## config.mk

```make
export PLATFORM = sky130hd
export DESIGN_NAME = seg_bcd_feed
export DESIGN_NICKNAME = d
export VERILOG_FILES = /design/src/rtl/seg_pkg.sv /design/src/rtl/bcd_adj_nibble.sv /design/src/rtl/seg_bcd_feed.sv
export SDC_FILE = /design/constraint.sdc
export NUM_CORES = 1
export LEC_CHECK = 0
export ABC_AREA = 1
export BUFFER_PORTS_ARGS = -buffer_cell sky130_fd_sc_hd__buf_2
export CORE_ASPECT_RATIO = 1.25
export CORE_MARGIN = 1.5
export CORE_UTILIZATION = 45
export CTS_BUF_LIST = sky130_fd_sc_hd__clkbuf_4 sky130_fd_sc_hd__clkbuf_8 sky130_fd_sc_hd__clkbuf_16
export CTS_CLUSTER_DIAMETER = 30
export DETAILED_ROUTE_END_ITERATION = 7
export HOLD_SLACK_MARGIN = 0.05
export PLACE_DENSITY = 0.59
export SETUP_SLACK_MARGIN = 0.5
export SYNTH_ARGS = -nofsm -noshare
export SYNTH_HDL_FRONTEND = slang
export SYNTH_SLANG_ARGS = --single-unit
```

## constraint.sdc

```tcl
create_clock -name clk -period 2.4 [get_ports clk]
set_input_delay 0.48 -clock clk [delete_from_list [all_inputs] [get_ports clk]]
set_output_delay 0.48 -clock clk [all_outputs]
set_load 0.05 [all_outputs]
```

## src/rtl/seg_pkg.sv

```systemverilog
// Shared constants and types for the seven-segment display data front end.
// Latency: n/a (package only).
// Backpressure: n/a (package only).
package seg_pkg;

  localparam int DISP_DIGITS     = 8;
  localparam int DISP_DATA_W     = 32;
  localparam int DISP_INT_DIGITS = 10;

  // Double-dabble correction: a nibble at or above the threshold gets the increment
  // so that the following left shift carries correctly into the next decimal digit.
  localparam logic [3:0] BCD_ADJ_THRESH = 4'd5;
  localparam logic [3:0] BCD_ADJ_INC    = 4'd3;

  typedef enum logic [1:0] {
    IDLE = 2'd0,
    CONV = 2'd1,
    DONE = 2'd2
  } seg_state_t;

endpackage

```

## src/rtl/bcd_adj_nibble.sv

```systemverilog
// Per-digit add-3 correction for the double-dabble converter.
// Latency: purely combinational.
// Backpressure: none.
module bcd_adj_nibble
  import seg_pkg::*;
(
  input  logic [3:0] nib_i,
  output logic [3:0] nib_o
);

  // Add 3 to any digit of 5 or more; 4-bit wrap, never carries into the next digit.
  always_comb begin
    nib_o = (nib_i >= BCD_ADJ_THRESH) ? (nib_i + BCD_ADJ_INC) : nib_i;
  end

endmodule

```

## src/rtl/seg_bcd_feed.sv

```systemverilog
// Display register front end: hex pass-through or sequential binary-to-BCD for the scanner.
// Latency: hex write 1 cycle; decimal write DATA_W+1 cycles to the done pulse.
// Backpressure: none; writes while busy go to a one-deep pending slot, last write wins.
module seg_bcd_feed
  import seg_pkg::*;
#(
  parameter int DATA_W     = DISP_DATA_W,
  parameter int DIGITS     = DISP_DIGITS,
  parameter int INT_DIGITS = DISP_INT_DIGITS
) (
  input  logic                  clk,
  input  logic                  rst,
  input  logic                  wr_en,
  input  logic [DATA_W-1:0]     wr_data,
  input  logic                  wr_dec,
  output logic [DIGITS*4-1:0]   disp_data,
  output logic                  disp_ovf,
  output logic                  busy,
  output logic                  done
);

  localparam int BCD_W = INT_DIGITS * 4;
  localparam int OUT_W = DIGITS * 4;
  localparam int CNT_W = $clog2(DATA_W);
  localparam logic [CNT_W-1:0] CNT_LAST = CNT_W'(DATA_W - 1);

  seg_state_t          state_q, state_d;
  logic [DATA_W-1:0]   shift_q, shift_d;
  logic [BCD_W-1:0]    bcd_q, bcd_d, bcd_adj;
  logic [CNT_W-1:0]    cnt_q, cnt_d;
  logic                pend_valid_q, pend_valid_d;
  logic [DATA_W-1:0]   pend_data_q, pend_data_d;
  logic                pend_dec_q, pend_dec_d;
  logic [OUT_W-1:0]    disp_data_q, disp_data_d;
  logic                disp_ovf_q, disp_ovf_d;
  logic                busy_q, busy_d;
  logic                done_q, done_d;

  logic [BCD_W+DATA_W-1:0] shifted;
  logic                    svc_vld;
  logic [DATA_W-1:0]       svc_data;
  logic                    svc_dec;

  // Digit corrections applied to the whole BCD accumulator before each shift.
  for (genvar g = 0; g < INT_DIGITS; g++) begin : g_adj
    bcd_adj_nibble u_adj (
      .nib_i (bcd_q[g*4 +: 4]),
      .nib_o (bcd_adj[g*4 +: 4])
    );
  end

  // Next-state logic: write servicing, pending capture, conversion stepping, result publish.
  always_comb begin
    state_d      = state_q;
    shift_d      = shift_q;
    bcd_d        = bcd_q;
    cnt_d        = cnt_q;
    pend_valid_d = pend_valid_q;
    pend_data_d  = pend_data_q;
    pend_dec_d   = pend_dec_q;
    disp_data_d  = disp_data_q;
    disp_ovf_d   = disp_ovf_q;
    busy_d       = busy_q;
    done_d       = 1'b0;
    shifted      = {bcd_adj, shift_q} << 1;
    svc_vld      = 1'b0;
    svc_data     = wr_data;
    svc_dec      = wr_dec;

    case (state_q)
      IDLE: begin
        // A held write is serviced first; a new write arriving meanwhile takes its slot.
        if (pend_valid_q) begin
          svc_vld      = 1'b1;
          svc_data     = pend_data_q;
          svc_dec      = pend_dec_q;
          pend_valid_d = wr_en;
          if (wr_en) begin
            pend_data_d = wr_data;
            pend_dec_d  = wr_dec;
          end
        end else begin
          svc_vld = wr_en;
        end
      end

      CONV: begin
        if (wr_en) begin
          pend_valid_d = 1'b1;
          pend_data_d  = wr_data;
          pend_dec_d   = wr_dec;
        end
        bcd_d   = shifted[BCD_W+DATA_W-1:DATA_W];
        shift_d = shifted[DATA_W-1:0];
        cnt_d   = cnt_q + CNT_W'(1);
        if (cnt_q == CNT_LAST) begin
          state_d = DONE;
          busy_d  = 1'b0;
        end
      end

      DONE: begin
        disp_data_d = bcd_q[OUT_W-1:0];
        disp_ovf_d  = |bcd_q[BCD_W-1:OUT_W];
        done_d      = 1'b1;
        state_d     = IDLE;
        // A pending decimal write restarts at once; a pending hex write must wait one
        // cycle because disp_data is already being updated with this result.
        if (pend_valid_q && pend_dec_q) begin
          svc_vld      = 1'b1;
          svc_data     = pend_data_q;
          svc_dec      = 1'b1;
          pend_valid_d = wr_en;
        end else if (wr_en) begin
          pend_valid_d = 1'b1;
        end
        if (wr_en) begin
          pend_data_d = wr_data;
          pend_dec_d  = wr_dec;
        end
      end

      default: state_d = IDLE;
    endcase

    if (svc_vld) begin
      if (svc_dec) begin
        shift_d = svc_data;
        bcd_d   = '0;
        cnt_d   = '0;
        state_d = CONV;
        busy_d  = 1'b1;
      end else begin
        disp_data_d = svc_data[OUT_W-1:0];
        disp_ovf_d  = 1'b0;
        done_d      = 1'b1;
      end
    end
  end

  // State and output registers with synchronous reset; reset aborts any conversion.
  always_ff @(posedge clk) begin
    if (rst) begin
      state_q      <= IDLE;
      shift_q      <= '0;
      bcd_q        <= '0;
      cnt_q        <= '0;
      pend_valid_q <= 1'b0;
      pend_data_q  <= '0;
      pend_dec_q   <= 1'b0;
      disp_data_q  <= '0;
      disp_ovf_q   <= 1'b0;
      busy_q       <= 1'b0;
      done_q       <= 1'b0;
    end else begin
      state_q      <= state_d;
      shift_q      <= shift_d;
      bcd_q        <= bcd_d;
      cnt_q        <= cnt_d;
      pend_valid_q <= pend_valid_d;
      pend_data_q  <= pend_data_d;
      pend_dec_q   <= pend_dec_d;
      disp_data_q  <= disp_data_d;
      disp_ovf_q   <= disp_ovf_d;
      busy_q       <= busy_d;
      done_q       <= done_d;
    end
  end

  assign disp_data = disp_data_q;
  assign disp_ovf  = disp_ovf_q;
  assign busy      = busy_q;
  assign done      = done_q;

endmodule

```

* Word level (Yosys, flattened, before mapping)
Cells that the tools add are included.
** Storage, ports and cells
- Output and inout bits :: 35
- Bits in registers :: 148
- Input bits :: 36
** Operators by class
- Add/subtract/negate cells :: 11
- Reductions and logical operators :: 7
- Equal/unequal tests :: 4
- Order comparisons :: 10
- Mux-type cells :: 55
** Operator list (number)
- $mux W32 :: 10
- $pmux W32 S2 :: 2
- $mux W40 :: 3
- $ge A4 B3 Y1 const B :: 10
- $add A4 B2 Y4 const B :: 9
- $mux W4 :: 9
- $mux W1 :: 19
- $mux W5 :: 3
- $reduce_or A8 Y1 :: 1
- $mux W2 :: 3
- $pmux W1 S2 :: 3
- $add A5 B1 Y5 const B :: 1
- $eq A5 B5 Y1 const B :: 1
- $pmux W2 S2 :: 1
- $add A3 B2 Y3 const B :: 1
- $mux W3 :: 1
- $pmux W1 S3 :: 1
- $reduce_bool A3 Y1 :: 1
- $eq A2 B1 Y1 const B :: 1
- $eq A2 B2 Y1 const B :: 1
- $logic_not A2 Y1 :: 1
- $ne A2 B2 Y1 const B :: 1
- $reduce_and A2 Y1 :: 1
- $reduce_bool A2 Y1 :: 1
- other kinds (2) :: 2

* Longest topological paths before layout
- Depth in word-level cells :: 5
- Depth in mapped cells :: 14
- Mapped depth without buffers :: 11

* By module
A second synthesis with hierarchy kept.
** Unflattened totals
- Cell total of the unflattened synthesis :: 1491
- Area, all modules :: 9165.0 um^2
** Modules (own cells, without submodules)
- seg_bcd_feed :: cells each 1261, instances 1, sequential area each 2962.8 um^2, area an instance 7813.7 um^2
- bcd_adj_nibble :: cells each 23, instances 10, sequential area each 0.0 um^2, area an instance 135.1 um^2

* Least setup slack after synthesis
No wires, ideal clock.
- Path type :: reg-to-reg
- From :: register state_q[0]
- To :: register pend_data_q[0]
- Cell stages (with the launch flop) :: 8
- Arrival time :: 1598 ps
- Setup slack :: 686 ps
- Setup time :: 116 ps
- Required time :: 2284 ps
- Cell sequence :: dfxtp_1 > inv_1 > ha_1 > o21ai_0 > inv_1 > buf_2 > nor2_1 > nor2_1
** Between the ends
- Cells in the longest elaborated chain, start to end :: 4
- Elaborated cells between the ends (all ways) :: 8
- Classes of those cells :: 3 x eq/ne; 1 x mux; 4 x reduce/logical
** Ends and longest elaborated chain
- start, declared :: line seg_bcd_feed.sv:27 : seg_state_t state_q, state_d;
- start signal, assigned :: line seg_bcd_feed.sv:156 : state_q <= state_d;
- $eq A2 B2 Y1 or $eq A2 B1 Y1 (tied branches) :: line seg_bcd_feed.sv:70 : case (state_q)
- $reduce_or A2 Y1 (no source line)
- $reduce_bool A2 Y1 (no source line)
- $reduce_and A2 Y1 (no source line)
- end signal, assigned :: line seg_bcd_feed.sv:161 : pend_data_q <= pend_data_d;
- end, declared :: line seg_bcd_feed.sv:32 : logic [DATA_W-1:0] pend_data_q, pend_data_d;
Several ways; a longest one is shown, not always the timed one.
A chain may end at the register's enable or synchronous reset.

* Worst setup path in the final report
- From :: register state_q[0]
- To :: register shift_q[5]
** Between the ends
- Cells in the longest elaborated chain, start to end :: 4
- Elaborated cells between the ends (all ways) :: 9
- Classes of those cells :: 2 x eq/ne; 6 x mux; 1 x reduce/logical
** Ends and longest elaborated chain
- $eq A2 B2 Y1 (tied with other cells) :: line seg_bcd_feed.sv:70
- $pmux W32 S2 (tied with other cells) :: line seg_bcd_feed.sv:70
- $mux W32 :: line seg_bcd_feed.sv:127 : if (svc_dec) begin
- $mux W32 * :: line seg_bcd_feed.sv:126 : if (svc_vld) begin
- end signal, assigned :: line seg_bcd_feed.sv:157 : shift_q <= shift_d;
- end, declared :: line seg_bcd_feed.sv:28 : logic [DATA_W-1:0] shift_q, shift_d;
Every way passes the cells marked *; elsewhere a longest branch is shown, timed or not.

==> reports/qor.yml <==
initial_utilization_pct: 45.7
synth_area_per_cell_um2: 6.32
drt-initial-drc-count: 506
synth_simple_gate_area_share_pct: 37.8
rsz0062_at_grt: "false"
synth_edf_count: 0
grt_pass1_wl_mm: 35.0
synth-compound-area-share_pct: 11.9
tightest_slew_ps: 613
rows: 54
grt_usage_pct: 23.7
area_growth_pct: 16.2
critPathCapture: "shift_q[5]$_SDFF_PP0_"
dpl.hpwl_mm: 14.2
portBuffers: 70
clock.fmax_mhz: 575
relSlewSlack_pct: 59.1
ctsHoldBuffers: 0
syn-num-nets: 1324
power_density_nw_per_um2: 704
synthesis.area_um2: 7970
die-area_um2: 18500
cts_tree: "built"
yosysSeqAreaShare_pct: 37.2
synthXorXnorAreaFrac_pct: 0.330
synth_ff_type: "dfxtp_1"
period_share_pct: 72.5
coreArea_um2: 17400
globalplace.congestion: 0.819
pwr-share-seq_pct: 41.3
rr_worst_depth: 11
finalHoldViolations: 0
synthCells: 1261
antenna_found_initial: 0
multi_input_area_um2: 4460
grt_max_degree: 61
cp.required_ps: 2750
clock_sinks: 148
clkTransAtPathRegs_ps: 60
nets: 1363
synth_cell_types: 25
p_switching_mw: 1.90
swShare_pct: 29.2
ir_worst_vdd_mv: 0.575
dr.pass1.iters: 6
setup_tns_ps: 0
mostFrequentLayoutCells: "nand2_1, nor2_1, nand3_1"
synth-seq-cells: 148
yosys_warnings: 0
regToRegEndpoint: "shift_q[5]$_SDFF_PP0_"
drc_errors: 0
synth_fa_ha_area_share_pct: 4.24
internal_power_mw: 4.62
io-pin-count: 71
period_needed_ps: 1740
cts-root-buf: "clkbuf_16"
fin_skew_ps: 7.60
critPathLaunchType: "flip-flop"
drive_gt1_share_pct: 11.1
holdCritPathClass: "input pin to flip-flop"
cap_violations: 0
htree_num_levels: 4
synth_top_family_by_area: "simple AND/OR/NAND/NOR gates"
p_leak_nw: 4.20
async_flop_share_pct: 0
reg2reg_from: "state_q[0]$_SDFF_PP0_"
worstPathArrival_ps: 2090
critPathLaunch: "state_q[0]$_SDFF_PP0_"
drt-total-wl_mm: 21.3
routed_via_density: 5.12
power_mw: 6.51
layout_commonest_cell: "nand2_1"
pwr-share-clk_pct: 41.4
synth.top_cells.by_area: "dfxtp_1, nand2_1, nor2_1"
grt_overflow: 0
ant_nets: 0
clk_latency_ps: 420
rrSetupSlack_ps: 660
muxShareOfSynthArea_pct: 1.00
setup_viol: 0
register_area_um2: 2960
outcome: "finished clean"
cts_max_path_buffers: 2
grt_pass1_vias: 6983
antenna_cells: 0
num_vias: 7864
die_h_um: 152
comb_power_share_pct: 17.2
worstSetupPathType: "flip-flop to flip-flop"
synth_top_area_share_pct: 37.2
slew_viol_final: 0
wl_per_cell_um: 13.8
cts_buffers: 17
die_w_um: 122
n_fill_cell: 1849
synth_top_cell_by_area: "dfxtp_1"
end_kind: "flip-flop"
worstPathMaxFanout: 16
## worst max-delay path: stages (launching register included)
cell	delay (ps)
dfxtp_2	350
inv_2	100
ha_2	230
inv_1	100
nand2_1	70
nand2_1	50
nand2_1	80
nand3_2	170
nor2_4	210
buf_12	170
nand2_1	60
nand2_1	90
## logic make-up (layout without fill, tap and decap cells)
kind of cell / count (synthesis) / after routing
fa+ha+maj: 27 / 27
compound gates: 189 / 189
xor+xnor: 3 / 3
buf+inv: 146 / 198
flops: 148 / 148
mux: 8 / 8
simple gates: 740 / 740
## cell usage after synthesis (2+ instances only)
library cell / n
nor3_1: 2
nand2_1: 352
buf_4: 8
buf_1: 6
inv_1: 65
nand2_2: 2
buf_2: 14
dfxtp_1: 148
o21ai_0: 142
nor2_1: 220
xor2_1: 2
nand3_1: 152
a21oi_1: 46
inv_2: 5
mux2i_1: 8
clkbuf_1: 47
nand4_1: 8
ha_1: 27
## power groups by stage
stage | clock, mW | sequential (mW) | combinational [mW]
final | 2.70 | 2.69 | 1.12
after global routing | 2.86 | 2.71 | 1.26
after CTS | 2.75 | 2.69 | 1.10
after detailed placement | 0 | 2.74 | 1.09
after global placement | 0 | 2.74 | 1.09
after floorplan | 0 | 2.89 | 0.622
## sequential cells by signal, summed over array words and instances, names as in the netlist
register and cells:
disp_ovf 1, busy 1, state_q 2, shift_q 32, cnt_q 5, pend_data_q 32, disp_data 32, pend_dec_q 1
done 1, pend_valid_q 1, bcd_q 40
## worst min path at each step
| stage | end | startpoint | slack (ps) | cells past startpoint |
|---|---|---|---|---|
| after global routing | state_q[0]$_SDFF_PP0_ | rst | 340 | 2 |
| after CTS | pend_dec_q$_SDFFE_PP0P_ | wr_dec | 320 | 3 |
| after floorplan | cnt_q[4]$_SDFF_PP0_ | cnt_q[4]$_SDFF_PP0_ | 450 | 2 |
| final | pend_dec_q$_SDFFE_PP0P_ | wr_dec | 330 | 3 |
| after detailed placement | cnt_q[4]$_SDFF_PP0_ | cnt_q[4]$_SDFF_PP0_ | 460 | 2 |
| after global placement | cnt_q[4]$_SDFF_PP0_ | cnt_q[4]$_SDFF_PP0_ | 450 | 2 |
## metal layers
metal	vias up	wire [um]	track usage (%)
met5	-	0	0
met4	0	225	6.24
met3	20	840	4.42
li1	4140	-	-
met2	152	9310	35.7
met1	3552	10900	34.7
## stage by stage
| stage | cells | setup slack, ps | hold WS [ps] | utilization [%] | cell area (um2) |
|---|---|---|---|---|---|
| global placement | 1502 | 462 | 455 | 48.9 | 8530 |
| floorplan | 1261 | 686 | 445 | - | 7970 |
| global route | 1537 | 524 | 345 | 53.1 | 9260 |
| CTS | 1534 | 504 | 317 | 52.5 | 9140 |
| finish | 1537 | 660 | 332 | 53.1 | 9260 |
| detailed placement | 1502 | 377 | 461 | 48.9 | 8530 |
## timing repair
action                     in CTS  in global routing
setup buffers                   0                  2
gates cloned                    0                  1
pin swaps                       0                  1
resized for setup               4                 18
setup endpoints to repair      62                116
## cell type report
type,instances,share of cell area [%]
clock buffers,24,5.36
well taps,224,3.03
clock inverters,8,1.08
repair buffers,96,7.54
multi-input cells,967,48.1
flip-flops and latches,148,32.0
inverters,70,2.84
Note: power is estimated with default switching activity, not from simulation.
